$ cat src/rtl/mips_mmio_uart_tx.sv
// Memory-mapped UART transmitter: CPU stores to TXDATA are queued in a FIFO and sent 8N1, LSB first.
// Build option: define UART_TX_PARITY_EN for 8E1 frames (even-parity bit between data and stop).
`timescale 1ns/1ps
module mips_mmio_uart_tx #(
    parameter logic [31:0] BASE_ADDR    = 32'h0000_8000,
    parameter int unsigned FIFO_DEPTH   = 8,
    parameter int unsigned CLKS_PER_BIT = 434
) (
    input  logic        mips_cpu_clk,
    input  logic        mips_cpu_reset,
    input  logic [31:0] Address,
    input  logic        MemWrite,
    input  logic        MemRead,
    input  logic [31:0] Write_data,
    output logic [31:0] Read_data,
    output logic        uart_txd,
    output logic        tx_irq
);
    localparam int unsigned AW = $clog2(FIFO_DEPTH);
    localparam int unsigned BW = $clog2(CLKS_PER_BIT);
    localparam logic [BW-1:0] BAUD_MAX = BW'(CLKS_PER_BIT - 1);

    typedef enum logic [2:0] {
        S_IDLE,
        S_START,
        S_DATA,
        S_PARITY,
        S_STOP
    } state_t;

    state_t        state, state_next;
    logic [7:0]    mem [FIFO_DEPTH];
    logic [AW:0]   wp, rp, wp_next, rp_next;
    logic          empty, full, push, pop;
    logic          sel_tx, sel_st, busy, ovf;
    logic [BW-1:0] baud_cnt;
    logic          baud_done, last_bit;
    logic [2:0]    bit_cnt;
    logic [7:0]    shift_reg;
    logic          txd_d, irq_d;
    logic          unused_wdata;
`ifdef UART_TX_PARITY_EN
    logic          parity_bit;
`endif

    assign unused_wdata = ^Write_data[31:8];

    assign sel_tx    = MemWrite && (Address == BASE_ADDR);
    assign sel_st    = (Address == BASE_ADDR + 32'd4);
    assign empty     = (wp == rp);
    assign full      = (wp[AW] != rp[AW]) && (wp[AW-1:0] == rp[AW-1:0]);
    assign push      = sel_tx && !full;
    assign pop       = (state == S_IDLE) && !empty;
    assign wp_next   = wp + {{AW{1'b0}}, push};
    assign rp_next   = rp + {{AW{1'b0}}, pop};
    assign busy      = (state != S_IDLE);
    assign baud_done = (baud_cnt == BAUD_MAX);
    assign last_bit  = (bit_cnt == 3'd7);
    assign Read_data = (MemRead && sel_st) ? {28'b0, ovf, busy, full, empty} : '0;

    always_ff @(posedge mips_cpu_clk) begin
        if (mips_cpu_reset) begin
            state    <= S_IDLE;
            uart_txd <= 1'b1;
            tx_irq   <= 1'b1;
        end else begin
            state    <= state_next;
            uart_txd <= txd_d;
            tx_irq   <= irq_d;
        end
    end

    always_comb begin
        state_next = state;
        case (state)
            S_IDLE:   if (!empty) state_next = S_START;
            S_START:  if (baud_done) state_next = S_DATA;
`ifdef UART_TX_PARITY_EN
            S_DATA:   if (baud_done && last_bit) state_next = S_PARITY;
`else
            S_DATA:   if (baud_done && last_bit) state_next = S_STOP;
`endif
            S_PARITY: if (baud_done) state_next = S_STOP;
            S_STOP:   if (baud_done) state_next = S_IDLE;
            default:  state_next = S_IDLE;
        endcase
    end

    // Line and irq are registered from the next-cycle view so they change on the same edge as the FSM.
    always_comb begin
        txd_d = 1'b1;
        case (state_next)
            S_START:  txd_d = 1'b0;
            S_DATA:   txd_d = (state == S_DATA && baud_done) ? shift_reg[1] : shift_reg[0];
`ifdef UART_TX_PARITY_EN
            S_PARITY: txd_d = parity_bit;
`endif
            default:  txd_d = 1'b1;
        endcase
        irq_d = (state_next == S_IDLE) && (wp_next == rp_next);
    end

    always_ff @(posedge mips_cpu_clk) begin
        if (push) mem[wp[AW-1:0]] <= Write_data[7:0];
    end

    always_ff @(posedge mips_cpu_clk) begin
        if (mips_cpu_reset) begin
            wp        <= '0;
            rp        <= '0;
            ovf       <= 1'b0;
            baud_cnt  <= '0;
            bit_cnt   <= '0;
            shift_reg <= '0;
`ifdef UART_TX_PARITY_EN
            parity_bit <= 1'b0;
`endif
        end else begin
            wp <= wp_next;
            rp <= rp_next;
            // An overflow in the same cycle as a clear keeps ovf set.
            if (sel_tx && full)
                ovf <= 1'b1;
            else if (MemWrite && sel_st && Write_data[3])
                ovf <= 1'b0;
            if (state == S_IDLE || baud_done)
                baud_cnt <= '0;
            else
                baud_cnt <= baud_cnt + BW'(1);
            if (pop) begin
                shift_reg <= mem[rp[AW-1:0]];
`ifdef UART_TX_PARITY_EN
                parity_bit <= ^mem[rp[AW-1:0]];
`endif
            end else if (state == S_DATA && baud_done) begin
                shift_reg <= shift_reg >> 1;
            end
            if (state != S_DATA)
                bit_cnt <= '0;
            else if (baud_done)
                bit_cnt <= bit_cnt + 3'd1;
        end
    end
endmodule

$ cat config.mk
export PLATFORM = sky130hd
export DESIGN_NAME = mips_mmio_uart_tx
export DESIGN_NICKNAME = d
export VERILOG_FILES = /design/src/rtl/mips_mmio_uart_tx.sv
export SDC_FILE = /design/constraint.sdc
export NUM_CORES = 1
export LEC_CHECK = 0
export CAP_MARGIN = 5
export CORE_UTILIZATION = 30
export DETAILED_ROUTE_END_ITERATION = 16
export SLEW_MARGIN = 30
export SYNTH_ARGS = -nofsm -noshare
export SYNTH_HDL_FRONTEND = slang
export SYNTH_SLANG_ARGS = --single-unit
$ cat constraint.sdc
create_clock -name mips_cpu_clk -period 7.21 [get_ports mips_cpu_clk]
set_input_delay 1.0815 -clock mips_cpu_clk [delete_from_list [all_inputs] [get_ports mips_cpu_clk]]
set_output_delay 1.0815 -clock mips_cpu_clk [all_outputs]
set_load 0.005 [all_outputs]
==> impl_metrics.tcl, run 1 <==
set metrics [dict create \
    outcome "finished clean" \
    route.vias.total 2589 \
    path_clk_slew_ns 0.07 \
    vias_per_cell 4.60 \
    achievable-frequency_mhz 248 \
    critical_path.reg2reg.startpoint "rp[1]$_SDFF_PP0_" \
    critical-path-top-cell-by-count "clkdlybuf4s50_1" \
    max-clock-path-buffers 2 \
    synthFlopType "edfxtp_1" \
    groute.layer.met3.usage_pct 2.86 \
    cp_max_fo 3 \
    drive_above_1_share_pct 9.14 \
    critical_path.slowest_cell "clkdlybuf4s50_1" \
    netlist-cell-type-count 43 \
    maxSlewViolCount 0 \
    postLayoutCoreUtil_pct 37.4 \
    clock_tree_from_tritoncts "built" \
    io_pins 102 \
    finalSetupTns_ns 0 \
    rsz0062_at_grt "false" \
    antenna_violations_before_repair 0 \
    worst-slew-pin-transition_ns 0.961 \
    fraction_of_registers_with_async_set_reset_pct 0 \
    dr.pass1.iters 4 \
    cts_hold_buffers 0 \
    peakVddDrop_mv 0.148 \
    hold_violations 0 \
    yosys_warnings 0 \
    worstPathBufferInverterCount 2 \
    wl_per_cell_um 14.3 \
    sequential_share_of_the_synthesized_area_pct 59.0 \
    p_leak_nw 1.77 \
    cellPowerDensity_nw_per_um2 220 \
    ff2ff_setup_slack_ns 3.80 \
    hold_end "shift_reg[4]$_SDFFE_PP0P_" \
    number_of_flops_mapped_to_enable_cells_by_yosys 64 \
    cp_slowest_stage_delay_ns 0.51 \
    grt_pass1_wl_um 13100 \
    flip_flop_count_of_the_largest_register_all_copies_and_words_added 64 \
    hold_path_class "reg2reg" \
    timing.critical_path.from_type "primary input" \
    crit_type "in2out" \
    syn_area_per_cell_um2 13.4 \
    max_cap_viol_count 0 \
    critPathArrivalTime_ns 2.95 \
    grt.met2_usage_pct 20.2 \
    timing.hold.worst.start "shift_reg[4]$_SDFFE_PP0P_" \
    die_h_um 123 \
    finalNetCount 454 \
    data_required_time_of_the_worst_path_ns 6.13 \
    post-route-drc-count 0 \
    dieWidth_um 123 \
    clock_skew_ns 0.00845 \
    worstRegToRegCells 10 \
    drt-total-wl_um 8070 \
    flow.area_growth_from_synthesis_pct 19.4 \
    initial_utilization_pct 31.3 \
    post_cts.repair.setup_buffers 0 \
    critical-path-top-delay-family "simple AND/OR/NAND/NOR gates" \
    period_minus_slack_ns 4.03 \
    worstHoldPathCells 2 \
    finish_stage_setup_viols 0 \
    grt_pass1_vias 2511 \
    cts.root.buffer_cell "clkbuf_16" \
    setup.worst_path.end_class "primary output" \
    num_rows 43 \
    cts_buffers 9 \
    gp_congestion 0.694 \
    post_cts.resized_instances 0 \
    syn_inst 330 \
    post_synth_instance_area_um2 4410 \
    htree_levels 3 \
    ant_nets 0 \
    gr-usage-all-layers_pct 11.6 \
    critical_path.cell_chain "clkdlybuf4s50_1, nor4_1, nand4_1, nor3_1, and2_1, clkdlybuf4s50_1" \
    total_core_area_um2 14100 \
    worst_slew_margin_rel_pct 35.6 \
    pin_count_of_the_biggest_net_entering_global_routing 22 \
    drt-initial-drc-count 74 \
    layout_worst_path_cycle_share_pct 55.9 \
    groute.layer.met1.usage_pct 14.3 \
    number_of_diodes_added_for_antenna_fixing 0 \
    port_buffers 49 \
    detailedPlacementHpwl_um 5520 \
    grt.overflow.total 0 \
    grt.busiest_layer "met2" \
    synth-seq-cells 98 \
    clock_sink_count 98 \
    critical_path.reg2reg.endpoint "tx_irq$_SDFF_PP1_" \
    clk-insertion-delay-late_ns 0.34 \
    dieArea_um2 15200 \
]
[layer usage]
metal,wire (um),share of wire [%]
met1,3640,45
met3,318,3.9
met5,0,0
met4,90,1.1
met2,4010,50
[kinds of logic after synthesis]
logic type / Yosys count / synth area share, %
simple gates: 105 / 12.1
xor+xnor: 21 / 4.59
fa+ha+maj: 8 / 2.27
buf+inv: 47 / 6.97
other cells: 1 / 0.0850
compound gates: 28 / 4.96
mux: 22 / 10.0
flops: 98 / 59.0
[layout make-up]
class | instances | area (um2)
fill | 1344 | 8830
sequential | 98 | 2600
multi-input combinational | 212 | 1620
timing repair buffer | 51 | 505
clock buffer | 9 | 225
tap | 180 | 225
clock inverter | 7 | 66.3
inverter | 6 | 22.5
[where the power goes]
part	leakage [nW]	internal, W	switching, W
Combinational	0.777	0.0000440	0.0000337
Sequential	0.849	0.000605	0.00000602
Clock	0.146	0.000245	0.000223
Total	1.77	0.000894	0.000263
[worst max path at each step]
stage	start	slack [ns]	endpoint	cells past startpoint
6_report	Address[5]	3.18	Read_data[3]	6
2_1_floorplan	Address[17]	4.11	tx_irq$_SDFF_PP1_	10
3_5_place_dp	Address[5]	3.15	Read_data[3]	6
3_3_place_gp	Address[17]	3.14	Read_data[0]	6
4_1_cts	Address[5]	3.15	Read_data[3]	6
5_1_grt	Address[17]	3.02	Read_data[0]	6
[worst min-delay path: cells and delay by family (launching register included)]
kind / cells / cell delay [ns]
and+or+nand+nor: 1 / 0.06
DFF: 1 / 0.32
AOI/OAI and AO/OA: 1 / 0.05
[synthesized netlist by cell type (5+ instances only)]
cell type  instances  area, um2
and2_1             5       31.3
mux4_1             6        158
nand3_1           11       55.1
mux4_2            10        225
a211oi_1           7       52.6
buf_4             30        225
a311oi_1           5       43.8
inv_1              5       18.8
xnor2_1           10       87.6
nor4_1             9       56.3
nor3_1             6       30.0
nor2b_1           10       62.6
dfxtp_1           34        681
nor2_1            34        128
ha_1               8        100
xor2_1            10       87.6
mux2i_1            6       60.1
a21oi_1            6       30.0
nand2_1           15       56.3
edfxtp_1          64       1920
clkbuf_1           6       22.5
[layout by cell type, fill, tap and decap left out, types with 2 or more instances in the layout]
cell type / n
dfxtp_1: 34
o21ai_0: 3
nand2b_1: 2
nand3_1: 11
xnor2_1: 10
and3_1: 3
buf_4: 2
a211oi_1: 7
nor3_1: 4
clkbuf_16: 9
inv_8: 4
inv_6: 2
a311oi_1: 5
edfxtp_1: 64
mux4_2: 10
ha_1: 8
nand2_1: 15
mux4_1: 6
nand4_1: 3
mux2i_1: 6
a31oi_1: 2
and2_1: 5
a21oi_1: 6
conb_1: 28
nor2b_1: 10
clkdlybuf4s50_1: 49
inv_1: 5
nor2_1: 34
xor2_1: 10
nor4_1: 9
[stage by stage]
step	total power [W]	std cells	worst slack, ns	hold slack [ns]	area (um2)
final	0.00116	563	3.18	0.474	5270
after global routing	0.00121	563	3.02	0.496	5270
after CTS	0.00117	562	3.15	0.479	5260
after detailed placement	0.000701	546	3.15	0.467	4960
after global placement	0.000700	546	3.14	0.450	4960
after floorplan	0.000674	357	4.11	0.433	4520
Power figures use the tool's default switching activity.
==> run 2: changes to the inputs <==
==> constraint.sdc (replaced) <==
create_clock -name mips_cpu_clk -period 3.6 [get_ports mips_cpu_clk]
set_input_delay 0.54 -clock mips_cpu_clk [delete_from_list [all_inputs] [get_ports mips_cpu_clk]]
set_output_delay 0.54 -clock mips_cpu_clk [all_outputs]
set_load 0.005 [all_outputs]
==> run 2 against run 1 <==
Effect of this change: total power rose by 98%; count of clock-buffer cells in the layout did not move; via count rose by 2.7%; clock skew fell by 0.00065 ns; register-to-register slack got worse by 3.0 ns; die area did not move; non-clock buffer count rose by 12; largest power group unchanged; wire length rose by 2.2%; critical path depth did not move; sequential power rose by 100%.
==> impl_metrics.tcl, run 2 (synthesis gave the netlist of run 1 again) <==
set metrics [dict create \
    detailedPlacementHpwl_um 5700 \
    clk-insertion-delay-late_ns 0.34 \
    post_cts.resized_instances 0 \
    grt_pass1_wl_um 13600 \
    flip_flop_count_of_the_largest_register_all_copies_and_words_added 64 \
    grt_pass1_vias 2705 \
    outcome "finished clean" \
    dr.pass1.iters 4 \
    critical_path.reg2reg.endpoint "tx_irq$_SDFF_PP1_" \
    placed_standard_cell_area_um2 5040 \
    setup.worst_path.end_class "primary output" \
    clock_tree_from_tritoncts "built" \
    wl_per_cell_um 14.3 \
    antenna_violations_before_repair 0 \
    period_minus_slack_ns 3.01 \
    hold_violations 0 \
    gr-usage-all-layers_pct 12.0 \
    finalNetCount 466 \
    drt-total-wl_um 8240 \
    finish_stage_setup_viols 0 \
    flow.area_growth_from_synthesis_pct 20.9 \
    cts.root.buffer_cell "clkbuf_16" \
    clock_skew_ns 0.00780 \
    ant_nets 0 \
    worst-slew-pin-transition_ns 0.808 \
    route.vias.total 2660 \
    cp_max_fo 3 \
    postLayoutCoreUtil_pct 37.9 \
    path_clk_slew_ns 0.07 \
    max_cap_viol_count 0 \
    dieArea_um2 15200 \
    post_cts.repair.setup_buffers 0 \
    final_cell_count_no_fill 575 \
    layout.cell_area.non_filler_um2 5340 \
    achievable-frequency_mhz 333 \
    pin_count_of_the_biggest_net_entering_global_routing 22 \
    drive_above_1_share_pct 11.4 \
    timing.critical_path.from "Address[17]" \
    critical_path.reg2reg.startpoint "wp[1]$_SDFF_PP0_" \
    max-clock-path-buffers 2 \
    preCtsSetupSlack_ns 0.462 \
    cellPowerDensity_nw_per_um2 429 \
    worst_slew_margin_rel_pct 46.0 \
    htree_levels 3 \
    dieWidth_um 123 \
    initial_utilization_pct 31.3 \
    hold_path_class "reg2reg" \
    layout_commonest_cell "edfxtp_1" \
    total_core_area_um2 14100 \
    finalSetupTns_ns 0 \
    rsz0062_at_grt "false" \
    critical_path.cell_chain "clkdlybuf4s50_1, nor4b_1, nand4_1, nor3_1, and2_1, clkdlybuf4s50_1" \
    cp_slowest_stage_delay_ns 0.51 \
    critPathArrivalTime_ns 2.47 \
    gp_congestion 0.698 \
    io_pins 102 \
    worstHoldPathCells 2 \
    number_of_diodes_added_for_antenna_fixing 0 \
    layout_worst_path_cycle_share_pct 83.5 \
    final_cell_mix "64 x edfxtp_1, 49 x clkdlybuf4s50_1, 34 x nor2_1, 34 x dfxtp_1, 28 x conb_1" \
    hold_end "shift_reg[6]$_SDFFE_PP0P_" \
    timing.final.ws_setup_ns 0.594 \
    p_leak_nw 1.83 \
    port_buffers 49 \
    clock_sink_count 98 \
    post-route-drc-count 0 \
    maxSlewViolCount 0 \
    ff2ff_setup_slack_ns 0.79 \
    die_h_um 123 \
    num_rows 43 \
    timing.critical_path.from_type "primary input" \
    timing.hold.worst.start "shift_reg[6]$_SDFFE_PP0P_" \
    vias_per_cell 4.63 \
    drt-initial-drc-count 75 \
    critical_path.slowest_cell "clkdlybuf4s50_1" \
    critical-path-top-cell-by-count "clkdlybuf4s50_1" \
    worstRegToRegCells 10 \
    cts_hold_buffers 0 \
    placed_cell_count 558 \
    grt.overflow.total 0 \
    data_required_time_of_the_worst_path_ns 3.06 \
    cts_buffers 9 \
    peakVddDrop_mv 0.368 \
    crit_type "in2out" \
]
-- run 2: cell count changes in the layout (fill, tap and decap cells not counted) --
cell / before / now
inv_8: 4 / 2
nor3_2: 1 / 0
inv_6: 2 / 1
nor3_1: 4 / 6
clkinv_4: 0 / 3
nor3_4: 1 / 0
buf_4: 2 / 14
-- run 2: final cells by class --
class	instances	area, um2
sequential	98	2600
inverter	6	22.5
tap	180	225
timing repair buffer	63	596
fill	1353	8760
clock inverter	7	61.3
clock buffer	9	225
multi-input combinational	212	1610
-- run 2: routing by layer --
| layer | share of wire (%) | global-route usage [%] | wire length, um |
|---|---|---|---|
| met3 | 3.6 | 3.51 | 295 |
| met5 | 0 | 0 | 0 |
| met4 | 1.0 | 3.46 | 84 |
| met2 | 50 | 20.9 | 4110 |
| met1 | 46 | 14.4 | 3750 |
-- run 2: how the worst max path moves through the flow --
stage / to / cells past startpoint / slack [ns]
3_3_place_gp: tx_irq$_SDFF_PP1_ / 11 / 0.42
3_5_place_dp: tx_irq$_SDFF_PP1_ / 11 / 0.46
5_1_grt: Read_data[1] / 6 / 0.39
6_report: Read_data[0] / 6 / 0.59
2_1_floorplan: tx_irq$_SDFF_PP1_ / 10 / 1.04
4_1_cts: tx_irq$_SDFF_PP1_ / 9 / 0.52
-- run 2: report_power, final --
group	switching (W)	leakage (nW)	internal, W	total, W
combinational	0.0000694	0.837	0.0000900	0.000159
clock	0.000423	0.141	0.000482	0.000905
sequential	0.0000115	0.849	0.00121	0.00122
-- run 2: stage by stage --
stage | power (W) | hold slack (ns)
2_1_floorplan | 0.00135 | 0.433
3_3_place_gp | 0.00140 | 0.449
3_5_place_dp | 0.00141 | 0.471
4_1_cts | 0.00231 | 0.482
5_1_grt | 0.00239 | 0.504
6_report | 0.00229 | 0.480
-- run 2: critical path: cells and delay by family --
kind | cells | cell delay [ns]
buf+inv | 2 | 0.91
simple gates | 4 | 1.01
